<file path="src/rtl/arr_port_arbiter.sv">
// arr_port_arbiter: shares the single port of an arr_* memory (1-cycle read latency,
// registered read address) between NREQ round-robin kernel requesters and the host
// control port. The host port wins outright whenever controlArr=1.
//
// Optional feature: define ARR_ARB_LOCK_EN to add the lock[NREQ] input. A granted
// requester that holds both req and lock keeps the port until it drops either one.
module arr_port_arbiter #(
   parameter int unsigned NREQ  = 3,
   parameter int unsigned AW    = 10,
   parameter int unsigned DW    = 64,
   parameter int unsigned DEPTH = 1000
) (
   input  logic               clk,
   input  logic               r_enable,
   // host control port
   input  logic               controlArr,
   input  logic               controlArrWEnable,
   input  logic [AW-1:0]      controlArrAddr,
   input  logic [DW-1:0]      controlArrWData,
   output logic [DW-1:0]      controlArrRData,
   // kernel requesters
`ifdef ARR_ARB_LOCK_EN
   input  logic [NREQ-1:0]    lock,
`endif
   input  logic [NREQ-1:0]    req,
   input  logic [NREQ-1:0]    reqWEnable,
   input  logic [NREQ*AW-1:0] reqAddr,
   input  logic [NREQ*DW-1:0] reqWData,
   output logic [NREQ-1:0]    gnt,
   output logic [NREQ-1:0]    rvalid,
   output logic [DW-1:0]      rdata,
   // memory port
   output logic               arrWEnable,
   output logic [AW-1:0]      arrAddr,
   output logic [DW-1:0]      arrWData,
   input  logic [DW-1:0]      arrRData
);

   localparam int unsigned PW = (NREQ > 1) ? $clog2(NREQ) : 1;
   // One extra bit so a DEPTH equal to 2**AW still compares correctly.
   localparam logic [AW:0] DepthLim = (AW+1)'(DEPTH);

   logic [PW-1:0]   rr_ptr_q, rr_ptr_d;
   logic [NREQ-1:0] rvalid_q, rvalid_d;
   logic            pend_oor_q, pend_oor_d;
`ifdef ARR_ARB_LOCK_EN
   logic            lock_q, lock_d;
`endif

   logic            arb_active;
   logic            win_found;
   logic [PW-1:0]   win_idx;
   logic [PW-1:0]   cand;
   logic            win_we;
   logic [AW-1:0]   win_addr;
   logic [DW-1:0]   win_wdata;
   logic            win_oor;

   // Requesters only compete when neither reset nor the host owns the port.
   assign arb_active = !r_enable && !controlArr;

   // Winner select: first requester after rr_ptr, wrapping; a held lock overrides rotation.
   always_comb begin
      win_found = 1'b0;
      win_idx   = '0;
      cand      = '0;
      for (int unsigned k = 1; k <= NREQ; k++) begin
         cand = PW'((32'(rr_ptr_q) + k) % NREQ);
         if (!win_found && req[cand]) begin
            win_found = 1'b1;
            win_idx   = cand;
         end
      end
`ifdef ARR_ARB_LOCK_EN
      if (lock_q && req[rr_ptr_q] && lock[rr_ptr_q]) begin
         win_found = 1'b1;
         win_idx   = rr_ptr_q;
      end
`endif
   end

   // Winner's request fields and its range check.
   always_comb begin
      win_we    = reqWEnable[win_idx];
      win_addr  = reqAddr[win_idx*AW +: AW];
      win_wdata = reqWData[win_idx*DW +: DW];
      win_oor   = ({1'b0, win_addr} >= DepthLim);
   end

   // One-hot grant, combinational in the cycle the access is presented.
   always_comb begin
      gnt = '0;
      if (arb_active && win_found) begin
         gnt[win_idx] = 1'b1;
      end
   end

   // Memory port drive: reset idles, host passes through, else the winner; idle is all zeros.
   always_comb begin
      arrWEnable = 1'b0;
      arrAddr    = '0;
      arrWData   = '0;
      if (r_enable) begin
         arrWEnable = 1'b0;
      end else if (controlArr) begin
         arrWEnable = controlArrWEnable;
         arrAddr    = controlArrAddr;
         arrWData   = controlArrWData;
      end else if (win_found) begin
         // Out-of-range writes are dropped; the grant still completes.
         arrWEnable = win_we && !win_oor;
         arrAddr    = win_addr;
         arrWData   = win_wdata;
      end
   end

   // Next state: pointer moves to the winner, reads schedule an rvalid for the next cycle.
   always_comb begin
      rr_ptr_d   = rr_ptr_q;
      rvalid_d   = '0;
      pend_oor_d = 1'b0;
`ifdef ARR_ARB_LOCK_EN
      lock_d     = lock_q;
`endif
      if (arb_active && win_found) begin
         rr_ptr_d = win_idx;
         if (!win_we) begin
            rvalid_d[win_idx] = 1'b1;
            pend_oor_d        = win_oor;
         end
`ifdef ARR_ARB_LOCK_EN
         lock_d = lock[win_idx];
`endif
      end
`ifdef ARR_ARB_LOCK_EN
      else if (arb_active) begin
         // Nobody requesting: any lock is released. Host ownership leaves it untouched.
         lock_d = 1'b0;
      end
`endif
   end

   // State registers with synchronous reset.
   always_ff @(posedge clk) begin
      if (r_enable) begin
         rr_ptr_q   <= PW'(NREQ - 1);
         rvalid_q   <= '0;
         pend_oor_q <= 1'b0;
`ifdef ARR_ARB_LOCK_EN
         lock_q     <= 1'b0;
`endif
      end else begin
         rr_ptr_q   <= rr_ptr_d;
         rvalid_q   <= rvalid_d;
         pend_oor_q <= pend_oor_d;
`ifdef ARR_ARB_LOCK_EN
         lock_q     <= lock_d;
`endif
      end
   end

   // Read return: a reset arriving in the return cycle squashes the pending rvalid.
   always_comb begin
      rvalid          = r_enable ? '0 : rvalid_q;
      rdata           = ((|rvalid) && !pend_oor_q) ? arrRData : '0;
      controlArrRData = controlArr ? arrRData : '0;
   end

endmodule

</file>
<file path="config.mk">
export PLATFORM = sky130hd
export DESIGN_NAME = arr_port_arbiter
export DESIGN_NICKNAME = d
export VERILOG_FILES = /design/src/rtl/arr_port_arbiter.sv
export SDC_FILE = /design/constraint.sdc
export NUM_CORES = 1
export LEC_CHECK = 0
export BUFFER_PORTS_ARGS = -buffer_cell sky130_fd_sc_hd__buf_4
export CORE_AREA = 2 2 223 225
export CTS_CLUSTER_SIZE = 30
export DETAILED_ROUTE_END_ITERATION = 16
export DIE_AREA = 0 0 225 227
export GPL_ROUTABILITY_DRIVEN = 0
export PLACE_DENSITY = 0.37
export SLEW_MARGIN = 10
export SYNTH_ARGS = -nofsm -noshare
export SYNTH_HDL_FRONTEND = slang
export SYNTH_SLANG_ARGS = --single-unit
</file>
<file path="constraint.sdc">
create_clock -name clk -period 2.75 [get_ports clk]
set_input_delay 0.6875 -clock clk [delete_from_list [all_inputs] [get_ports clk]]
set_output_delay 0.6875 -clock clk [all_outputs]
set_load 0.01 [all_outputs]
</file>
### Yosys cells after proc, flatten, opt, wreduce, memory -nomap -nowiden

Index checks and enable logic that the tools add are counted.

| storage, ports and cells | value |
|---|---|
| bits in registers | 6 |
| input bits | 370 |

| operators by class | value |
|---|---|
| shift-type cells | 2 |
| $mul | 1 |
| divide/modulo/power cells | 3 |
| bitwise logic cells | 1 |
| reduce and logical (&&, ||, !) cells | 15 |
| order comparisons | 6 |
| add/subtract/negate cells | 3 |
| multiplexer cells | 29 |

Operators with widths:

| operator | count |
|---|---|
| $mux 64 | 5 |
| $shiftx 192x9->64 | 1 |
| $mod 32x2->32 const B | 3 |
| $mux 10 | 3 |
| $shiftx 30x7->10 | 1 |
| $lt 2x3->1 const B | 4 |
| $mux 1 | 11 |
| $ge 10x10->1 const B | 1 |
| $bmux 1 s2 | 4 |
| $logic_and 1x1->1 | 7 |
| $add 2x2->3 const B | 2 |
| $logic_not 1->1 | 6 |
| $mux 2 | 3 |
| $mux 3 | 2 |
| $reduce_or 3->1 | 2 |
| $mul 2x3->5 const B | 1 |
| $add 2x1->3 const B | 1 |
| $demux 1 s2 | 1 |
| $ge 2x1->1 const B | 1 |
| $not 1->1 | 1 |

### Logic depth before layout (Yosys ltp)

| depth | value |
|---|---|
| depth after elaboration | 19 |
| depth in mapped cells | 12 |
| gate-level depth less buffers | 9 |

### Worst setup path before layout

OpenSTA, ideal clock, no wires.

| timing path | value |
|---|---|
| kind | register to output |
| start point | register rr_ptr_q[0] |
| end point | output port arrAddr[0] |
| stages on the path, launching flop included | 12 |
| data required time | 2.062 ns |
| buffers on the path | 3 |
| path slack | -0.252 ns |
| data arrival time | 2.314 ns |
| cell sequence | dfxtp_1 -> inv_1 -> ha_1 -> and2b_4 -> a211oi_2 -> or2_1 -> buf_2 -> buf_2 -> clkbuf_1 -> nor2_1 -> a31oi_1 -> a22o_1 |

| on the way | value |
|---|---|
| longest elaborated chain between the ends | 16 |
| elaborated cells on any way between the ends | 27 |

RTL lines:

| item | RTL line | source |
|---|---|---|
| from (decl) | 43 | `logic [PW-1:0] rr_ptr_q, rr_ptr_d;` |
| from (signal assigned) | 146 | `rr_ptr_q <= PW'(NREQ - 1);` |
| from (signal assigned) | 153 | `rr_ptr_q <= rr_ptr_d;` |
| $add 2x1->3 | 68 | `cand = PW'((32'(rr_ptr_q) + k) % NREQ);` |
| $mod 32x2->32 | 68 |  |
| $bmux 1 s2 | 69 | `if (!win_found && req[cand]) begin` |
| $mux 1 (implied by the code) | 69 |  |
| $mux 1 | 69 |  |
| $logic_not 1->1 | 69 |  |
| $logic_and 1x1->1 | 69 |  |
| $mux 1 | 69 |  |
| $logic_not 1->1 | 69 |  |
| $logic_and 1x1->1 | 69 |  |
| $mux 2 | 69 |  |
| $mul 2x3->5 | 85 | `win_addr = reqAddr[win_idx*AW +: AW];` |
| $shiftx 30x7->10 | 85 |  |
| $mux 10 * | 109 | `end else if (win_found) begin` |
| $mux 10 * | 105 | `end else if (controlArr) begin` |
| $mux 10 * | 103 | `if (r_enable) begin` |
| to (decl) | 34 | `output logic [AW-1:0] arrAddr,` |

Every way passes the cells marked *; elsewhere a longest branch is shown, timed or not. The select of a mux whose other input is x is not followed.

### Worst setup path in the final report

| timing path | value |
|---|---|
| start point | register rr_ptr_q[1] |
| end point | output port arrWEnable |

| on the way | value |
|---|---|
| longest elaborated chain between the ends | 19 |
| elaborated cells on any way between the ends | 32 |

RTL lines:

| item | RTL line | source |
|---|---|---|
| $add 2x1->3 | 68 |  |
| $mod 32x2->32 | 68 |  |
| $bmux 1 s2 | 69 |  |
| $mux 1 (implied by the code) | 69 |  |
| $mux 1 | 69 |  |
| $logic_not 1->1 | 69 |  |
| $logic_and 1x1->1 | 69 |  |
| $mux 1 | 69 |  |
| [3 not listed] | - |  |
| $mul 2x3->5 | 85 |  |
| $shiftx 30x7->10 | 85 |  |
| $ge 10x10->1 | 87 | `win_oor = ({1'b0, win_addr} >= DepthLim);` |
| $logic_not 1->1 | 111 | `arrWEnable = win_we && !win_oor;` |
| $logic_and 1x1->1 | 111 |  |
| $mux 1 * | 109 |  |
| $mux 1 * | 105 |  |
| $mux 1 * | 103 |  |
| to (decl) | 33 | `output logic arrWEnable,` |

Marked as above.

==> impl_results.md <==
- Die span in x: 225 um
- Post-Place Cell Area: 0.009499 sq mm
- TritonCTS clock tree: done
- Final worst slack: -0.6991 ns
- Layout cells sized above 1: 0.5863
- Setup TNS: -41.72 ns
- Post-synthesis mux area share: 0.02458
- Reg clk slew, reported paths: 0.03 ns
- CORE AREA: 0.04855 sq mm
- # DRC: 0
- Hold depth: 2
- Antenna viol nets, final: 0
- Worst Setup Start Kind: register
- WS Path Type: register to primary output
- Fin area: 0.01020 sq mm
- Worst min path class: input pin to register
- I/O Buffers: 578
- Synth Area in Adders: 0.01329
- Synthesized net count: 1,026
- Clk_lat worst skew: 0.23 ns
- Min-delay src: reqWEnable[2]
- WL final: 36.42 mm
- CP required: 2.06 ns
- Least-Margin Pin Slew: 0.4727 ns
- DR WL/cell: 19.13 um
- Final setup fails: 78
- Full die area: 0.05108 sq mm
- Largest net degree at the start of global routing: 65
- Die height: 227 um
- WHS Endpoint: rvalid_q[2]
- Endpoint class of the critical path: primary output
- Synth area leaders: and2_1 (21%), a22o_1 (17%), nand2_1 (15%), a31oi_1 (12%), nor2_1 (7.8%)
- Post-route clock period utilization: 1.254
- Mean post-synth cell area: 5.776 sq um
- Synth Register Bits: 6
- Peak Freq: 0.2899 GHz
- Total GRT Usage: 0.1288
- Final hold violations: 0
- Final Power: 4.597 mW
- Antenna violations before repair: 2
- Power Density: 450.8 mW/mm^2
- Compound-Gate Fraction of Synth Area: 0.3522
- Commonest non-fill, non-tap cell in the layout: buf_4
- Flop-to-flop setup slack: 0.21 ns
- Mapped Area: 0.003766 sq mm
- Synth warnings: 0
- Status: complete, but fails checks
- Synth Area in Simple Gates: 0.4973
- DR pass1 iterations: 5
- FF-to-FF path depth: 10
- Asr flop ratio synth: 0
- Nets: 1,657
- Dpl hpwl: 30.65 mm
- Post-synthesis sequential area ratio: 0.03189
- Area share of the largest cell type after synthesis: 0.2143
- CTS buffer count: 3
- Row Count: 81
- Worst-path maximum fanout: 6
- Vias in the first global route: 7,342
- CTS Root Cell: clkbuf_16
- Vias per cell: 3.838
- Max-Cap Viols: 0
- Post-synthesis cell type count: 50
- GRT overflow: 0
- Vias: 7,307
- Clk_skew: 0.002281 ns
- FF-to-FF End: pend_oor_q
- Slew Viols, Final: 0
- Crit path arrival time: 2.76 ns
- RR Startpoint: rr_ptr_q[1]
- Synth Area in XOR/XNOR: 0
- Crit path time final: 3.449 ns
- P&R area growth vs syn: 170.8%
- Largest family of logic cells by synthesized area: simple AND/OR/NAND/NOR gates
- Commonest non-fill, non-tap cells in the layout: buf_4 (653), nand2_1 (141), and2_1 (129), nor2_1 (75), a22o_1 (70)
- Initial DRC Count: 235
- RSZ-0062 raised after global routing: true
- VDD IR max: 0.0001988 V
- Top_reg_cell synth: dfxtp_1
- Relative max-transition margin: 0.6849
- Pre-CTS setup slack: -1.273 ns
- Mapped Cells: 652
- First-pass GRT wire length: 48.24 mm
- Max Root-Sink Buffers: 2
- # IOs: 579
- CTS H-tree lvls: 1
- Failing checks: negative setup slack
- Area leader, netlist: and2_1
- Initial core utilization: 0.07758
- Lkg Pwr: 5.159 nW
- EDFF count, synth: 0
- # clock sinks: 6
-- critical path, cell delays in order, from the launching register on --
cell	delay, ns
dfxtp_2	0.33
buf_6	0.12
ha_4	0.29
and2b_4	0.19
a211oi_4	0.05
buf_4	0.15
or2_4	0.30
buf_12	0.15
a311oi_4	0.37
a2111oi_4	0.14
a21oi_2	0.26
buf_4	0.17
-- logic make-up (layout without fill, tap and decap cells) --
kind of cell	Yosys count	in the layout
other	0	1
AO/OA/AOI/OAI	177	177
buffers and inverters	69	698
flip-flops	6	6
AND/OR/NAND/NOR	387	387
multiplexers	9	9
adder cells (fa/ha/maj)	4	4
-- per-stage QoR --
| stage | hold slack (ns) | instances | util |
|---|---|---|---|
| CTS | 0.6352 | 1896 | 0.2061 |
| global placement | 0.6418 | 1880 | 0.1957 |
| detailed placement | 0.6492 | 1880 | 0.1957 |
| global route | 0.6380 | 1904 | 0.2101 |
| floorplan | 0.5593 | 652 | - |
| finish | 0.6346 | 1904 | 0.2101 |
-- power by group --
| part | internal, mW | switching, mW |
|---|---|---|
| clock network | 0.186 | 0.0476 |
| logic | 2.23 | 2.03 |
| registers | 0.0979 | 0.00880 |
-- worst max path at each step --
stage                      startpoint     endpoint  slack, ns  cells past startpoint
after global placement         req[0]  arrWData[6]      -1.29                     11
final                     rr_ptr_q[1]   arrWEnable      -0.70                     11
after floorplan                req[1]   arrWEnable      -0.05                      8
after detailed placement       req[1]  arrWData[6]      -1.27                     11
after global routing      rr_ptr_q[1]   arrWEnable      -0.76                     11
after CTS                 rr_ptr_q[1]   arrWEnable      -0.67                     11
-- Yosys cell counts, types with 2 or more instances --
cell type / n
nand3_1: 2
or2_1: 2
nand2_1: 149
nor4_1: 2
mux2i_1: 7
a22oi_1: 3
a31oi_1: 70
nor2b_1: 4
inv_1: 5
nor3_1: 4
dfxtp_1: 6
buf_4: 2
mux2_2: 2
a211oi_2: 2
and2_0: 2
buf_6: 2
a22o_1: 71
o21ai_1: 2
and3_1: 5
and2_1: 129
o21ai_0: 10
nor2_1: 78
clkbuf_1: 41
ha_1: 4
a21oi_1: 5
buf_2: 18
a311oi_1: 2
-- per-layer routing --
layer  up-vias  global-route usage  share of wire
met4         0             0.02521          0.021
met2       390              0.2626           0.55
met3        28             0.02943          0.077
li1       3530                   -              -
met5         -                   0              0
met1      3359              0.1325           0.35
-- registers in the layout (all words and copies together) (netlist names) --
signal	cells
pend_oor_q	1
rvalid_q	3
rr_ptr_q	2
-- final cells by class --
| class | instances | area (sq um) |
|---|---|---|
| diodes | 1 | 2.502 |
| fillers | 5488 | 38350 |
| inverters | 6 | 30.03 |
| well taps | 622 | 778.2 |
| multi-input cells | 577 | 3662 |
| repair buffers | 689 | 5524 |
| clock buffers | 3 | 75.07 |
| flip-flops and latches | 6 | 125.1 |
-- repair_timing --
action	CTS	global route
gates cloned	2	2
hold buffers	0	0
resized for setup	65	14
buffers inserted	11	5
setup endpoints to repair	78	78
pin swaps	16	8
No activity file was read; power rests on OpenSTA's default activity.
